**config.mk**
```make
export PLATFORM = sky130hd
export DESIGN_NAME = io_intr_timer
export DESIGN_NICKNAME = d
export VERILOG_FILES = /design/src/rtl/io_timer_pkg.sv /design/src/rtl/io_irq_handshake.sv /design/src/rtl/io_intr_timer.sv
export SDC_FILE = /design/constraint.sdc
export NUM_CORES = 1
export LEC_CHECK = 0
export ABC_AREA = 1
export CAP_MARGIN = 25
export CORE_MARGIN = 4
export CORE_UTILIZATION = 52
export CTS_CLUSTER_DIAMETER = 100
export DETAILED_ROUTE_END_ITERATION = 10
export PLACE_DENSITY = 0.81
export SETUP_SLACK_MARGIN = 0.15
export SLEW_MARGIN = 40
export SYNTH_ARGS = -nofsm -noshare
export SYNTH_HDL_FRONTEND = slang
export SYNTH_SLANG_ARGS = --single-unit
```
**constraint.sdc**
```tcl
create_clock -name clk -period 2.2 [get_ports clk]
set_input_delay 0.44 -clock clk [delete_from_list [all_inputs] [get_ports clk]]
set_output_delay 0.44 -clock clk [all_outputs]
set_load 0.05 [all_outputs]
```
**src/rtl/io_timer_pkg.sv**
```systemverilog
// io_timer_pkg: register offsets, CTRL/STATUS bit positions and interrupt FSM encodings for io_intr_timer.
package io_timer_pkg;
  localparam logic [2:0] OFF_CTRL   = 3'd0;
  localparam logic [2:0] OFF_LOAD   = 3'd1;
  localparam logic [2:0] OFF_COUNT  = 3'd2;
  localparam logic [2:0] OFF_STATUS = 3'd3;
  localparam logic [2:0] OFF_PRE    = 3'd4;
  localparam int CTRL_EN   = 0;
  localparam int CTRL_AUTO = 1;
  localparam int CTRL_IE   = 2;
  localparam int STAT_EXP  = 0;
  typedef enum logic [1:0] {
    IRQ_IDLE = 2'd0,
    IRQ_REQ  = 2'd1,
    IRQ_ACK  = 2'd2
  } irq_state_e;
endpackage

```
**src/rtl/io_irq_handshake.sv**
```systemverilog
// io_irq_handshake: intr request/acknowledge FSM with a one-deep pending flag for events arriving mid-handshake.
module io_irq_handshake
  import io_timer_pkg::*;
(
  input  logic clk,
  input  logic reset,
  input  logic evt_i,
  input  logic inta_i,
  output logic intr_o
);
  irq_state_e state_q, state_d;
  logic pend_q, pend_d;
  always_comb begin
    state_d = state_q;
    pend_d  = pend_q;
    case (state_q)
      IRQ_IDLE: begin
        state_d = (evt_i || pend_q) ? IRQ_REQ : IRQ_IDLE;
        pend_d  = 1'b0;
      end
      IRQ_REQ: begin
        state_d = inta_i ? IRQ_ACK : IRQ_REQ;
        pend_d  = pend_q | evt_i;
      end
      IRQ_ACK: begin
        state_d = inta_i ? IRQ_ACK : IRQ_IDLE;
        pend_d  = pend_q | evt_i;
      end
      default: begin
        state_d = IRQ_IDLE;
        pend_d  = 1'b0;
      end
    endcase
  end
  always_ff @(posedge clk or negedge reset)
    if (!reset) begin
      state_q <= IRQ_IDLE;
      pend_q  <= 1'b0;
    end else begin
      state_q <= state_d;
      pend_q  <= pend_d;
    end
  assign intr_o = (state_q == IRQ_REQ);
endmodule

```
**src/rtl/io_intr_timer.sv**
```systemverilog
// io_intr_timer: memory-mapped down-counter timer with auto-reload and interrupt handshake.
// Optional 8-bit tick prescaler at offset 0x10 enabled by macro IO_TIMER_PRESCALE_EN.
module io_intr_timer
  import io_timer_pkg::*;
#(
  parameter logic [31:0] DEF_LOAD = 32'h0000_0000
) (
  input  logic        clk,
  input  logic        reset,
  input  logic        io_cs,
  input  logic        io_rd,
  input  logic        io_wr,
  input  logic [31:0] io_address,
  input  logic [31:0] io_d_in,
  output logic [31:0] io_out,
  output logic        intr,
  input  logic        inta
);
  logic [2:0]  idx;
  logic        acc_wr, wr_ctrl, wr_load, wr_status, wr_pre;
  logic [2:0]  ctrl_q, ctrl_d;
  logic [31:0] load_q, load_d, count_q, count_d, rd_val, pre_rd;
  logic        exp_q, exp_d, tick, expiry;
  logic        unused_addr;
  assign idx         = io_address[4:2];
  assign unused_addr = ^{io_address[31:5], io_address[1:0]};
  assign acc_wr      = io_cs & io_wr;
  assign wr_ctrl     = acc_wr && idx == OFF_CTRL;
  assign wr_load     = acc_wr && idx == OFF_LOAD;
  assign wr_status   = acc_wr && idx == OFF_STATUS;
  assign wr_pre      = acc_wr && idx == OFF_PRE;
`ifdef IO_TIMER_PRESCALE_EN
  logic [7:0] pre_q, pre_d, pcnt_q, pcnt_d;
  always_comb begin
    pre_d  = wr_pre ? io_d_in[7:0] : pre_q;
    pcnt_d = (wr_pre || wr_ctrl || !ctrl_q[CTRL_EN] || pcnt_q == pre_q) ? 8'h0 : pcnt_q + 8'h1;
    tick   = ctrl_q[CTRL_EN] && pcnt_q == pre_q;
    pre_rd = (idx == OFF_PRE) ? {24'h0, pre_q} : 32'h0;
  end
  always_ff @(posedge clk or negedge reset)
    if (!reset) begin
      pre_q  <= 8'h0;
      pcnt_q <= 8'h0;
    end else begin
      pre_q  <= pre_d;
      pcnt_q <= pcnt_d;
    end
`else
  logic unused_pre;
  assign unused_pre = wr_pre;
  assign tick       = ctrl_q[CTRL_EN];
  assign pre_rd     = 32'h0;
`endif
  // A LOAD write overrides the counter that cycle, so it also suppresses expiry.
  always_comb begin
    expiry  = tick && count_q == 32'd1 && !wr_load;
    ctrl_d  = wr_ctrl ? io_d_in[2:0] : ctrl_q;
    load_d  = wr_load ? io_d_in : load_q;
    count_d = wr_load ? io_d_in :
              !tick ? count_q :
              (count_q != 32'd0) ? count_q - 32'd1 :
              ctrl_q[CTRL_AUTO] ? load_q : count_q;
    exp_d   = expiry | (exp_q & ~(wr_status & io_d_in[STAT_EXP]));
    rd_val  = (idx == OFF_CTRL)   ? {29'h0, ctrl_q} :
              (idx == OFF_LOAD)   ? load_q :
              (idx == OFF_COUNT)  ? count_q :
              (idx == OFF_STATUS) ? {31'h0, exp_q} : pre_rd;
    io_out  = (io_cs && io_rd) ? rd_val : 32'h0;
  end
  always_ff @(posedge clk or negedge reset)
    if (!reset) begin
      ctrl_q  <= 3'h0;
      load_q  <= DEF_LOAD;
      count_q <= DEF_LOAD;
      exp_q   <= 1'b0;
    end else begin
      ctrl_q  <= ctrl_d;
      load_q  <= load_d;
      count_q <= count_d;
      exp_q   <= exp_d;
    end
  io_irq_handshake u_irq (
    .clk    (clk),
    .reset  (reset),
    .evt_i  (expiry & ctrl_q[CTRL_IE]),
    .inta_i (inta),
    .intr_o (intr)
  );
endmodule

```
==> metrics.txt <==
status=complete, no violations; Seq/Total Area, Yosys=36.5%; Synth Warn #=0; Pleak=0.00335 uW; most used cell, CP=buf_4; Clock Latency Late Sink=0.36 ns; syn nets=821; Die X=105 um; Ant. Diodes=0; final WL=15600 um; Power, Total=6140 uW; Worst Path Arrival=1.63 ns; CP Class=input pin to output port; Multi-input gate area=2990 um^2; critical path's largest stage delay=0.37 ns; Detailed Route Iter0 Violations=383; Max Cap Viol=0; Avg Cell Area, Syn=6.53 um^2; drt drc=0; Fmax achieved=0.484 GHz; first-pass GRT wire length=25800 um; Worst-Margin Slew=0.400 ns; synthesized instance count=745; crit share post-route=93.9%; Bufs on Longest Clock Path=2; nets=916; CTS Sinks=71; num rows=35; Root Driver=clkbuf_8; post-synthesis cell type count=33; Slowest-stage cell, CP=a311oi_4; clock share of power=18.8%; Flop pwr share=34.9%; synthesized area=4860 um^2; internal power=3360 uW; CP Max Fanout=3; flops & latches, synth=71; Die ar.=11000 um^2; initial core utilization=53.2%; cts bufs inserted=9; core box area=9150 um^2; power density over cell area=881 nW/um^2; largest net degree at the start of global routing=72; number of fill cells=652; max_slew headroom=73.3%; clk slew on worst S/H paths=0.08 ns; vias per inst=5.60; post-placement cell count=930; Critical Path Sink Type=output port; Max rail drop VDD=689 uV; NetSw=2780 uW; Tmin final=2.07 ns; Min-Delay Path Class=input pin to async pin; share of synthesized registers carrying an async set or reset=100%; DR pass1 iterations=5; H-tree Lvls=3; Main synth FF type=dfrtp_1; Final setup viols=0; Final GP Congestion=0.977; combinational power share=46.3%; Post-synth EDFFs=0; end-of-flow core utilization=76.1%; Finished Layout Cells=956; share of layout cells above drive strength 1=20.8%; Die Y=105 um; Crit path required time=1.76 ns; routed len/inst=16.3 um; vias in the first global route=5400; Area Overhead vs Synth=43.3%; total gr overflow=0; clk_skew=0.0172 ns; Fin. Hold Viols=0; FF/Latch Area=1780 um^2; setup TNS=0 ns; hold buffers post-CTS=0; crit path cell chain=buf_4, nor2_4, buf_4, nand3_1, a311oi_4, clkbuf_16; quantity of I/O buffers inserted on ports=73; CTS tree=yes; switching fraction of total power=45.2%; gr usage total=28.8%; antenna viol nets, final=0; HPWL Detailed=10600 um; unrepaired setup endpoints after global routing=false; max-slew violation count=0; initial antenna violation count=0; vias=5350; CP startpoint kind=input pin; boundary pin count=103
## registers in the layout, indices dropped and copies added (netlist names)
| signal | count |
|---|---|
| count_q | 32 |
| ctrl_q | 3 |
| exp_q | 1 |
| u_irq.pend_q | 1 |
| load_q | 32 |
| u_irq.state_q | 2 |
## final cells by class
class,count,share of cell area (%)
tap,111,1.99
timing repair buffer,115,22.7
sequential,71,25.5
clock buffer,12,2.37
clock inverter,4,0.754
multi-input combinational,572,42.9
inverter,71,3.86
## metal layers
metal / vias to the layer above / GRT usage (%) / share of wire [%]
met4: 0 / 15.5 / 4.2
met5: - / 0 / 0
met2: 230 / 48.1 / 49
met1: 2516 / 36.0 / 40
met3: 60 / 3.89 / 6.3
li1: 2544 / - / -
## through the flow
step	setup WS, ns	cell area, um^2	hold slack, ns
floorplan	-0.0901	4980	0.144
global placement	-0.144	6370	0.492
detailed placement	-0.140	6370	0.501
CTS	0.156	6880	0.121
global route	0.0969	6970	0.145
finish	0.135	6970	0.105
## synthesized netlist by cell type (2+ instances only)
cell type	count	share of area, %
o21ai_2	2	0.36
dfrtp_1	71	37
nor2_1	76	5.9
buf_4	2	0.31
nor2_2	3	0.39
inv_1	68	5.2
ha_1	6	1.5
o21ai_0	37	3.8
buf_6	4	0.93
inv_2	3	0.23
a221oi_1	2	0.36
mux2_2	2	0.46
a21oi_1	57	5.9
nand2_1	278	21
nor2_4	5	1.2
buf_2	9	0.93
clkbuf_1	13	1.0
a21boi_1	2	0.31
xor2_1	5	0.90
nand2_4	3	0.69
nand2_2	3	0.39
nand3_1	69	7.1
buf_1	3	0.23
nand4_1	4	0.51
xnor2_1	9	1.6
nand3b_1	2	0.31
## path summary, 6_finish.rpt
kind / start / to / slack, ns / cells after the start
max: io_address[2] / io_out[0] / 0.13 / 6
min: reset / load_q[15]$_DFFE_PN0P_ / 0.11 / 2
max reg2reg: count_q[7]$_DFFE_PN0P_ / count_q[12]$_DFFE_PN0P_ / 0.25 / 11
min reg2reg: u_irq.pend_q$_DFF_PN0_ / u_irq.pend_q$_DFF_PN0_ / 0.54 / 2
max in group asynchronous: reset / load_q[0]$_DFFE_PN0P_ / 1.77 / 2
min in group clk: u_irq.pend_q$_DFF_PN0_ / u_irq.pend_q$_DFF_PN0_ / 0.54 / 2
## layout by cell type (no fill, tap or decap), types with 2 or more instances in the layout
master	count
buf_6	5
clkinvlp_4	3
a21oi_4	10
o21ai_0	37
nand2_4	13
buf_12	44
xnor2_1	9
nor2_2	7
inv_1	65
nand3_1	69
buf_2	2
nand2_2	7
clkbuf_8	12
a21boi_1	2
nor2_1	70
a21oi_1	27
a21oi_2	20
ha_1	5
clkdlybuf4s50_1	34
dfrtp_1	71
buf_4	25
inv_2	5
nor2_4	7
nand4_1	4
o21ai_2	2
a221oi_2	2
xor2_1	5
nand2_1	264
buf_16	2
nand3b_1	2
mux2_2	2
dlymetal6s2s_1	2
## power groups by stage
stage / registers, uW / clock network (uW) / logic, uW
floorplan: 2010 / 0 / 1940
global placement: 2100 / 0 / 2600
detailed placement: 2120 / 0 / 2670
CTS: 2120 / 1150 / 2740
global route: 2200 / 1220 / 3180
finish: 2140 / 1150 / 2840
## critical path, delay by kind of cell
| family | cells | cell delay, ns |
|---|---|---|
| compound gates | 1 | 0.37 |
| buf+inv | 3 | 0.53 |
| simple gates | 2 | 0.27 |
## cell families after synthesis
kind of cell | Yosys count | share of synthesized area [%]
AND/OR/NAND/NOR | 447 | 38.9
AO/OA/AOI/OAI | 103 | 11.2
buffers and inverters | 102 | 8.87
flip-flops | 71 | 36.5
XOR/XNOR | 14 | 2.52
adder cells (fa/ha/maj) | 6 | 1.54
multiplexers | 2 | 0.463
## repair_timing
item / CTS / global route
gates cloned: 2 / 0
buffers inserted: 6 / 2
setup endpoints to repair: 32 / 63
endpoints found under the hold margin: 0 / 0
pin swaps: 17 / 10
gates resized for setup: 48 / 25
Power figures use the tool's default switching activity.
